$ cat config.mk
export PLATFORM = sky130hd
export DESIGN_NAME = shifter_palette_flat
export DESIGN_NICKNAME = d
export VERILOG_FILES = /design/src/rtl/shifter_palette_if.sv /design/src/rtl/shifter_palette.sv /design/src/flat_wrapper.sv
export SDC_FILE = /design/constraint.sdc
export NUM_CORES = 1
export LEC_CHECK = 0
export CAP_MARGIN = 20
export CORE_UTILIZATION = 64
export CTS_CLUSTER_SIZE = 30
export DETAILED_ROUTE_END_ITERATION = 12
export PLACE_DENSITY = 0.84
export SYNTH_ARGS = -nofsm -noshare
export SYNTH_HDL_FRONTEND = slang
export SYNTH_SLANG_ARGS = --single-unit
$ cat constraint.sdc
create_clock -name pixClk -period 2.9 [get_ports pixClk]
set_input_delay 0.435 -clock pixClk [delete_from_list [all_inputs] [get_ports pixClk]]
set_output_delay 0.435 -clock pixClk [all_outputs]
set_load 0.01 [all_outputs]
$ cat src/rtl/shifter_palette_if.sv
// rtl/shifter_palette_if.sv - CPU palette register-access handshake bundle
interface shifter_palette_if;
  logic        req;
  logic        rw;
  logic [3:0]  addr;
  logic [15:0] din;
  logic [15:0] dout;
  logic        ack;

  modport master (
    output req, rw, addr, din,
    input  dout, ack
  );

  modport slave (
    input  req, rw, addr, din,
    output dout, ack
  );
endinterface

$ cat src/rtl/shifter_palette.sv
// rtl/shifter_palette.sv - 16-entry colour palette lookup with CPU access; STE_PALETTE_EN selects 12-bit STE entries
module shifter_palette #(
  parameter bit PIPE_BLANK = 1'b1
) (
  input  logic             pixClk,
  input  logic             nReset,
  input  logic [1:0]       rez,
  input  logic [3:0]       color_index,
  input  logic             DE,
  input  logic             blank_n,
  shifter_palette_if.slave bus,
  output logic [3:0]       r,
  output logic [3:0]       g,
  output logic [3:0]       b
);

`ifdef STE_PALETTE_EN
  localparam int CW = 4;
`else
  localparam int CW = 3;
`endif
  localparam int EW = 3 * CW;

  logic [EW-1:0] pal_q [16];
  logic [EW-1:0] pal_d [16];
  logic [3:0]    idx_q, idx_d;
  logic [1:0]    rez_q, rez_d;
  logic          de_q, de_d;
  logic          blank_q, blank_d;
  logic [3:0]    r_q, r_d, g_q, g_d, b_q, b_d;
  logic          ack_q, ack_d;
  logic [15:0]   dout_q, dout_d;

  logic          de_s, blank_s, commit, mono_p;
  logic [EW-1:0] ent;
  logic          unused_din;

  // Widen one stored channel to the 4-bit DAC code.
  function automatic logic [3:0] expand(input logic [CW-1:0] c);
`ifdef STE_PALETTE_EN
    return {c[2:0], c[3]};
`else
    return {c[2:0], c[2]};
`endif
  endfunction

  // Pick the stored channel bits out of a CPU write word.
  function automatic logic [EW-1:0] pack_write(input logic [15:0] d);
`ifdef STE_PALETTE_EN
    return d[11:0];
`else
    return {d[10:8], d[6:4], d[2:0]};
`endif
  endfunction

  // Rebuild the CPU-visible register word from a stored entry.
  function automatic logic [15:0] read_word(input logic [EW-1:0] e);
`ifdef STE_PALETTE_EN
    return {4'b0, e};
`else
    return {5'b0, e[8:6], 1'b0, e[5:3], 1'b0, e[2:0]};
`endif
  endfunction

  assign unused_din = ^bus.din;
  assign de_s       = PIPE_BLANK ? de_q : DE;
  assign blank_s    = PIPE_BLANK ? blank_q : blank_n;
  assign commit     = bus.req & ~ack_q;

  // Stage 1 captures the pixel and its timing qualifiers.
  always_comb begin
    idx_d   = color_index;
    rez_d   = rez;
    de_d    = DE;
    blank_d = blank_n;
  end

  // Stage 2 colour select: blank beats border beats mono beats palette.
  always_comb begin
    r_d    = 4'h0;
    g_d    = 4'h0;
    b_d    = 4'h0;
    ent    = de_s ? pal_q[idx_q] : pal_q[0];
    mono_p = idx_q[0] ^ pal_q[0][0];
    if (!blank_s) begin
      r_d = 4'h0;
    end else if (de_s && rez_q == 2'd2) begin
      {r_d, g_d, b_d} = mono_p ? 12'h000 : 12'hFFF;
    end else begin
      r_d = expand(ent[EW-1:2*CW]);
      g_d = expand(ent[2*CW-1:CW]);
      b_d = expand(ent[CW-1:0]);
    end
  end

  // One palette access per req pulse; ack simply follows req once committed.
  always_comb begin
    pal_d  = pal_q;
    dout_d = dout_q;
    ack_d  = bus.req;
    if (commit) begin
      if (bus.rw) dout_d = read_word(pal_q[bus.addr]);
      else        pal_d[bus.addr] = pack_write(bus.din);
    end
  end

  // Pipeline registers.
  always_ff @(posedge pixClk or negedge nReset) begin
    if (!nReset) begin
      idx_q   <= '0;
      rez_q   <= '0;
      de_q    <= 1'b0;
      blank_q <= 1'b0;
      r_q     <= '0;
      g_q     <= '0;
      b_q     <= '0;
    end else begin
      idx_q   <= idx_d;
      rez_q   <= rez_d;
      de_q    <= de_d;
      blank_q <= blank_d;
      r_q     <= r_d;
      g_q     <= g_d;
      b_q     <= b_d;
    end
  end

  // Palette storage and CPU handshake state.
  always_ff @(posedge pixClk or negedge nReset) begin
    if (!nReset) begin
      for (int i = 0; i < 16; i++) pal_q[i] <= '0;
      ack_q  <= 1'b0;
      dout_q <= '0;
    end else begin
      pal_q  <= pal_d;
      ack_q  <= ack_d;
      dout_q <= dout_d;
    end
  end

  assign r        = r_q;
  assign g        = g_q;
  assign b        = b_q;
  assign bus.ack  = ack_q;
  assign bus.dout = dout_q;

endmodule
$ cat src/flat_wrapper.sv
// flat-port wrapper written by rule: the top's interface ports become plain ports
module shifter_palette_flat 
#(
  parameter bit PIPE_BLANK = 1'b1
)
  (pixClk, nReset, rez, color_index, DE, blank_n, r, g, b, bus_req, bus_rw, bus_addr, bus_din, bus_dout, bus_ack);
  shifter_palette_if bus_i ();
  input  logic pixClk;
  input  logic nReset;
  input  logic [1:0] rez;
  input  logic [3:0] color_index;
  input  logic DE;
  input  logic blank_n;
  output logic [3:0] r;
  output logic [3:0] g;
  output logic [3:0] b;
  input wire logic [$bits(bus_i.req)-1:0] bus_req;
  input wire logic [$bits(bus_i.rw)-1:0] bus_rw;
  input wire logic [$bits(bus_i.addr)-1:0] bus_addr;
  input wire logic [$bits(bus_i.din)-1:0] bus_din;
  output wire logic [$bits(bus_i.dout)-1:0] bus_dout;
  output wire logic [$bits(bus_i.ack)-1:0] bus_ack;
  assign bus_i.req = bus_req;
  assign bus_i.rw = bus_rw;
  assign bus_i.addr = bus_addr;
  assign bus_i.din = bus_din;
  assign bus_dout = bus_i.dout;
  assign bus_ack = bus_i.ack;
  shifter_palette #(.PIPE_BLANK(PIPE_BLANK)) u_core (.pixClk(pixClk), .nReset(nReset), .rez(rez), .color_index(color_index), .DE(DE), .blank_n(blank_n), .bus(bus_i), .r(r), .g(g), .b(b));
endmodule
# Word level (Yosys, flattened, before mapping)
# Cells that the tools add are included.
# classes
magnitude_cmp	3
n_eq_ne	1
mux	17
n_bitwise	6
reduce_logical	4
# ops
operator	count
bitwise mux 144 bit	1
binary-select mux 9 bit (select 4 bit)	2
2-to-1 mux 9 bit	6
demux 9 bit (select 4 bit)	1
2-to-1 mux 4 bit	6
2-to-1 mux 12 bit	1
>= comparator 5 bit, second input constant	2
NOT 4 -> 5 bit	2
less-than comparator 5 x 1 -> 1 bit, second input constant	1
AND reduction 2 bit	2
equality test 2 bit, second input constant	1
logical AND 1 bit	2
NOT 1 bit	2
AND 1 bit	1
XOR 1 bit	1
# word_totals
reg_bits	174
inputBits	32
out_inout_bits	29
elab_cells	56

# Depth between registers and ports, before layout
# depth
word_depth	7
depth_mapped	8
depth_no_buf	5

# Worst setup path before layout
# No wires, ideal clock.
# synth_timing
path_kind	input port to flip-flop
startpoint	input port bus_addr[0]
endpoint	register u_core.dout_q[6] (netlist: u_core.bus.dout[6])
setup_ns	0.126
arrival_ns	1.846
required_time_ns	2.774
path_slack_ns	0.928
path_stages	6
n_path_buf	2
cell_sequence	buf_6 buf_2 mux4_2 o21ai_0 a21oi_1 a221o_1
# synth_via
elab_chain_len	4
# synth_lines
item	line	source
start: declaration	flat_wrapper.sv:19	input wire logic [$bits(bus_i.addr)-1:0] bus_addr;
NOT 4 -> 5 bit (implied by the code)	shifter_palette.sv:102	if (bus.rw) dout_d = read_word(pal_q[bus.addr]);
binary-select mux 9 bit (select 4 bit)	shifter_palette.sv:102	
2-to-1 mux 9 bit (implied by the code) (2 in a row)	shifter_palette.sv:102	
end signal: assignment	shifter_palette.sv:137	dout_q <= dout_d;
end: declaration	shifter_palette.sv:32	logic [15:0] dout_q, dout_d;
# No other way between the ends. The select of a mux whose other input is x is not followed.
# A chain may end at the register's enable or synchronous reset.

# Worst setup path after layout
# layout_timing
startpoint	register u_core.idx_q[0]
endpoint	register u_core.g_q[0] (netlist: u_core.g[0])
# layout_via
elab_chain_len	7
word_cells_on_any_way	9
cone_classes	mux (7); bitwise (2)
# layout_lines
item	line	source
start: declaration	shifter_palette.sv:26	logic [3:0] idx_q, idx_d;
start signal: assignment	shifter_palette.sv:118	idx_q <= idx_d;
NOT 4 -> 5 bit (implied by the code)	shifter_palette.sv:83	ent = de_s ? pal_q[idx_q] : pal_q[0];
binary-select mux 9 bit (select 4 bit)	shifter_palette.sv:83	
2-to-1 mux 9 bit (implied by the code) (2 in a row)	shifter_palette.sv:83	
2-to-1 mux 9 bit	shifter_palette.sv:83	
2-to-1 mux 4 bit (*)	shifter_palette.sv:87	end else if (de_s && rez_q == 2'd2) begin
2-to-1 mux 4 bit (*)	shifter_palette.sv:85	if (!blank_s) begin
net u_core.g_d[0]	shifter_palette.sv:30	logic [3:0] r_q, r_d, g_q, g_d, b_q, b_d;
end signal: assignment	shifter_palette.sv:123	g_q <= g_d;
end: declaration	shifter_palette.sv:30	
# Mark *: on every way through the listed nets, which the timed path passes. The rest lies on a longest branch. The select of a mux whose other input is x is not followed.

==> run_results.csv <==
group,metric,value,unit
floorplan,fp-row-count,42,
placement,port_buffers,46,
logic_synthesis,yosysSeqAreaShare,48.8,%
finish,register_area,4280,um2
logic_synthesis,synth_flop_cell,"dfrtp_1",
clocking,postCtsSetupBuffers,0,
global_route,grt_use_total,36.6,%
setup_path,cp_data_required_time,3210,ps
drt,wl,23900,um
setup_path,reg2reg_slack,540,ps
placement,dp_hpwl,15300,um
floorplan,fp.dieW,119,um
timing,slew_headroom,47.4,%
setup_path,cp-end-kind,"register",
finish,drive_gt1_share,40.1,%
logic_synthesis,async_flop_share,100,%
timing,final_hold_viol_count,0,
power_and_ir_drop,p_leak,4.69,nW
logic_synthesis,yosysWarnings,0,
logic_synthesis,yosysTopAreaCell,"dfrtp_1",
setup_path,critPathLaunchType,"register",
logic_synthesis,syn_area,8770,um2
global_route,first_global_vias,6440,
floorplan,dieArea,14200,um2
flow_run,cap_violations,0,
finish,multiInputGateArea,4210,um2
timing,fin_crit,2360,ps
floorplan,coreArea,13300,um2
timing,rsz0062_at_grt,"no",
logic_synthesis,synth_top_cells_by_count,"dfrtp_1, mux2_2, mux2i_1, mux4_2, o21ai_0",
power_and_ir_drop,p_per_area,611,nW/um2
drt,ant_nets,0,
drt,vias,6233,
timing,tightest_slew,788,ps
global_route,grt_pass1_wl,37400,um
setup_path,cp_max_fo,14,
floorplan,boundaryPins,61,
timing,tns,0,ps
finish,antenna_cells,0,
power_and_ir_drop,ir_drop,0.504,mV
clocking,cts_tree,"yes",
floorplan,die_height,119,um
clocking,cts.clk_slew.worst_paths,60,ps
timing,max_freq,424,MHz
timing,finClkSkew,6.97,ps
global_route,overflow,0,
timing,final-setup-viol-count,0,
clocking,clock_sinks,171,
clocking,cts-buffers-inserted,17,
logic_synthesis,synthCells,639,
finish,area_growth,16.7,%
logic_synthesis,netlist.area_leader.share,48.8,%
logic_synthesis,synth_edf_count,0,
drt,wl_per_cell,26.5,um
logic_synthesis,syn_area_per_cell,13.7,um2
worst_hold_path,hold_path_class,"primary input to register",
drt,drc,0,
setup_path,critPathKind,"register to register",
status,outcome,"completed",
global_route,antenna_found_initial,0,
logic_synthesis,ys_ff_latch,171,
clocking,cts-htree-levels,4,
clocking,cts_root_buf,"clkbuf_16",
floorplan,initial_core_util,66.0,%
drt,drt-initial-drc-count,676,
finish,n_fill_cell,794,
drt,dr.pass1.iters,5,
finish,final_net_count,743,
timing,holdWs,442,ps
placement,routabilityCongestion,0.921,
logic_synthesis,synthDistinctLibCells,36,
timing,fin_crit_sh,81.3,%
global_route,grt_max_degree,64,
logic_synthesis,yosys-top-cells-area,"dfrtp_1, mux2_2, mux4_2, mux2i_1, o21ai_0",
clocking,clk_path_buf_depth,2,
clocking,clk_latency,440,ps
timing,slew_violations,0,
setup_path,crit_arrival,2670,ps
logic_synthesis,post-synth-top-count-cell,"dfrtp_1",
drt,vias_per_cell,6.93,
[path summary, 6_finish.rpt]
| path | from | end | depth (start not counted) |
|---|---|---|---|
| min | color_index[2] | u_core.idx_q[2] | 1 |
| max | u_core.idx_q[0] | u_core.g[0] | 5 |
| max reg2reg | u_core.idx_q[0] | u_core.g[0] | 5 |
| max in group asynchronous | nReset | u_core.idx_q[2] | 3 |
| min reg2reg | u_core.bus.dout[9] | u_core.bus.dout[9] | 2 |
| min in group asynchronous | nReset | u_core.pal_q[27] | 2 |
[stage by stage]
stage | setup slack [ps] | power, W | area, um2 | utilization, % | instances
after floorplan | 928 | 0.00362 | 8800 | - | 645
after global placement | 322 | 0.00394 | 9640 | 72.5 | 867
after detailed placement | 253 | 0.00401 | 9640 | 72.5 | 867
after CTS | 667 | 0.00627 | 10200 | 77.0 | 900
after global routing | 515 | 0.00649 | 10200 | 77.0 | 900
final | 542 | 0.00626 | 10200 | 77.0 | 900
[kinds of logic after synthesis]
kind of cell    Yosys count  synth area share (%)
other cells               1                0.0427
flops                   171                  48.8
xor+xnor                  1                0.0998
mux                     254                  37.4
simple gates             81                  4.95
compound gates           70                  5.15
buf+inv                  61                  3.55
[critical path: stages, from the launching register on]
cell,delay (ps)
dfrtp_1,660
or3b_2,780
o22ai_1,270
nor2_1,70
and3_1,170
o21ai_0,290
[sequential cells by signal, indices dropped and copies added (netlist names)]
name and count:
u_core.pal_q 144, u_core.bus.dout 9, u_core.idx_q 4, u_core.b 3
u_core.g 3, u_core.r 3, u_core.rez_q 2, u_core.blank_q 1
u_core.bus.ack 1, u_core.de_q 1
[per-layer routing]
layer	vias to the layer above	GRT usage, %	wire length, um
met5	-	0	0
li1	2545	-	-
met2	404	54.4	11300
met3	99	13.0	2440
met4	0	21.6	1210
met1	3185	46.5	8950
[where the power goes]
group          internal (W)  total [W]  switching (W)
Combinational      0.000611    0.00104       0.000428
Sequential          0.00270    0.00297       0.000273
Clock               0.00136    0.00225       0.000896
Total               0.00466    0.00626        0.00160
[final cells by class]
type / count / share of cell area (%)
sequential: 171 / 41.8
timing repair buffer: 99 / 8.93
clock inverter: 6 / 0.831
inverter: 9 / 0.330
tap: 176 / 2.15
multi-input combinational: 413 / 41.1
clock buffer: 26 / 4.88
[placed cells by master, fill, tap and decap left out, types with 4 or more instances in the layout]
cell / n
a2bb2oi_1: 9
clkbuf_16: 17
a21oi_1: 8
a221o_1: 7
clkbuf_8: 4
nand3_1: 13
nor2b_1: 5
buf_4: 47
nand2_1: 19
mux4_2: 44
conb_1: 7
o21ai_0: 25
buf_12: 5
dfrtp_1: 170
and3_1: 11
mux2_2: 153
clkbuf_1: 5
mux2i_1: 57
o22ai_1: 18
nor2_2: 6
inv_1: 8
nor2_1: 13
clkdlybuf4s50_1: 43
[repair_timing]
action                    CTS  global route
hold buffers                1             0
resized for setup           0             0
hold endpoints to repair    1             0
(Power assumes the default switching activity.)
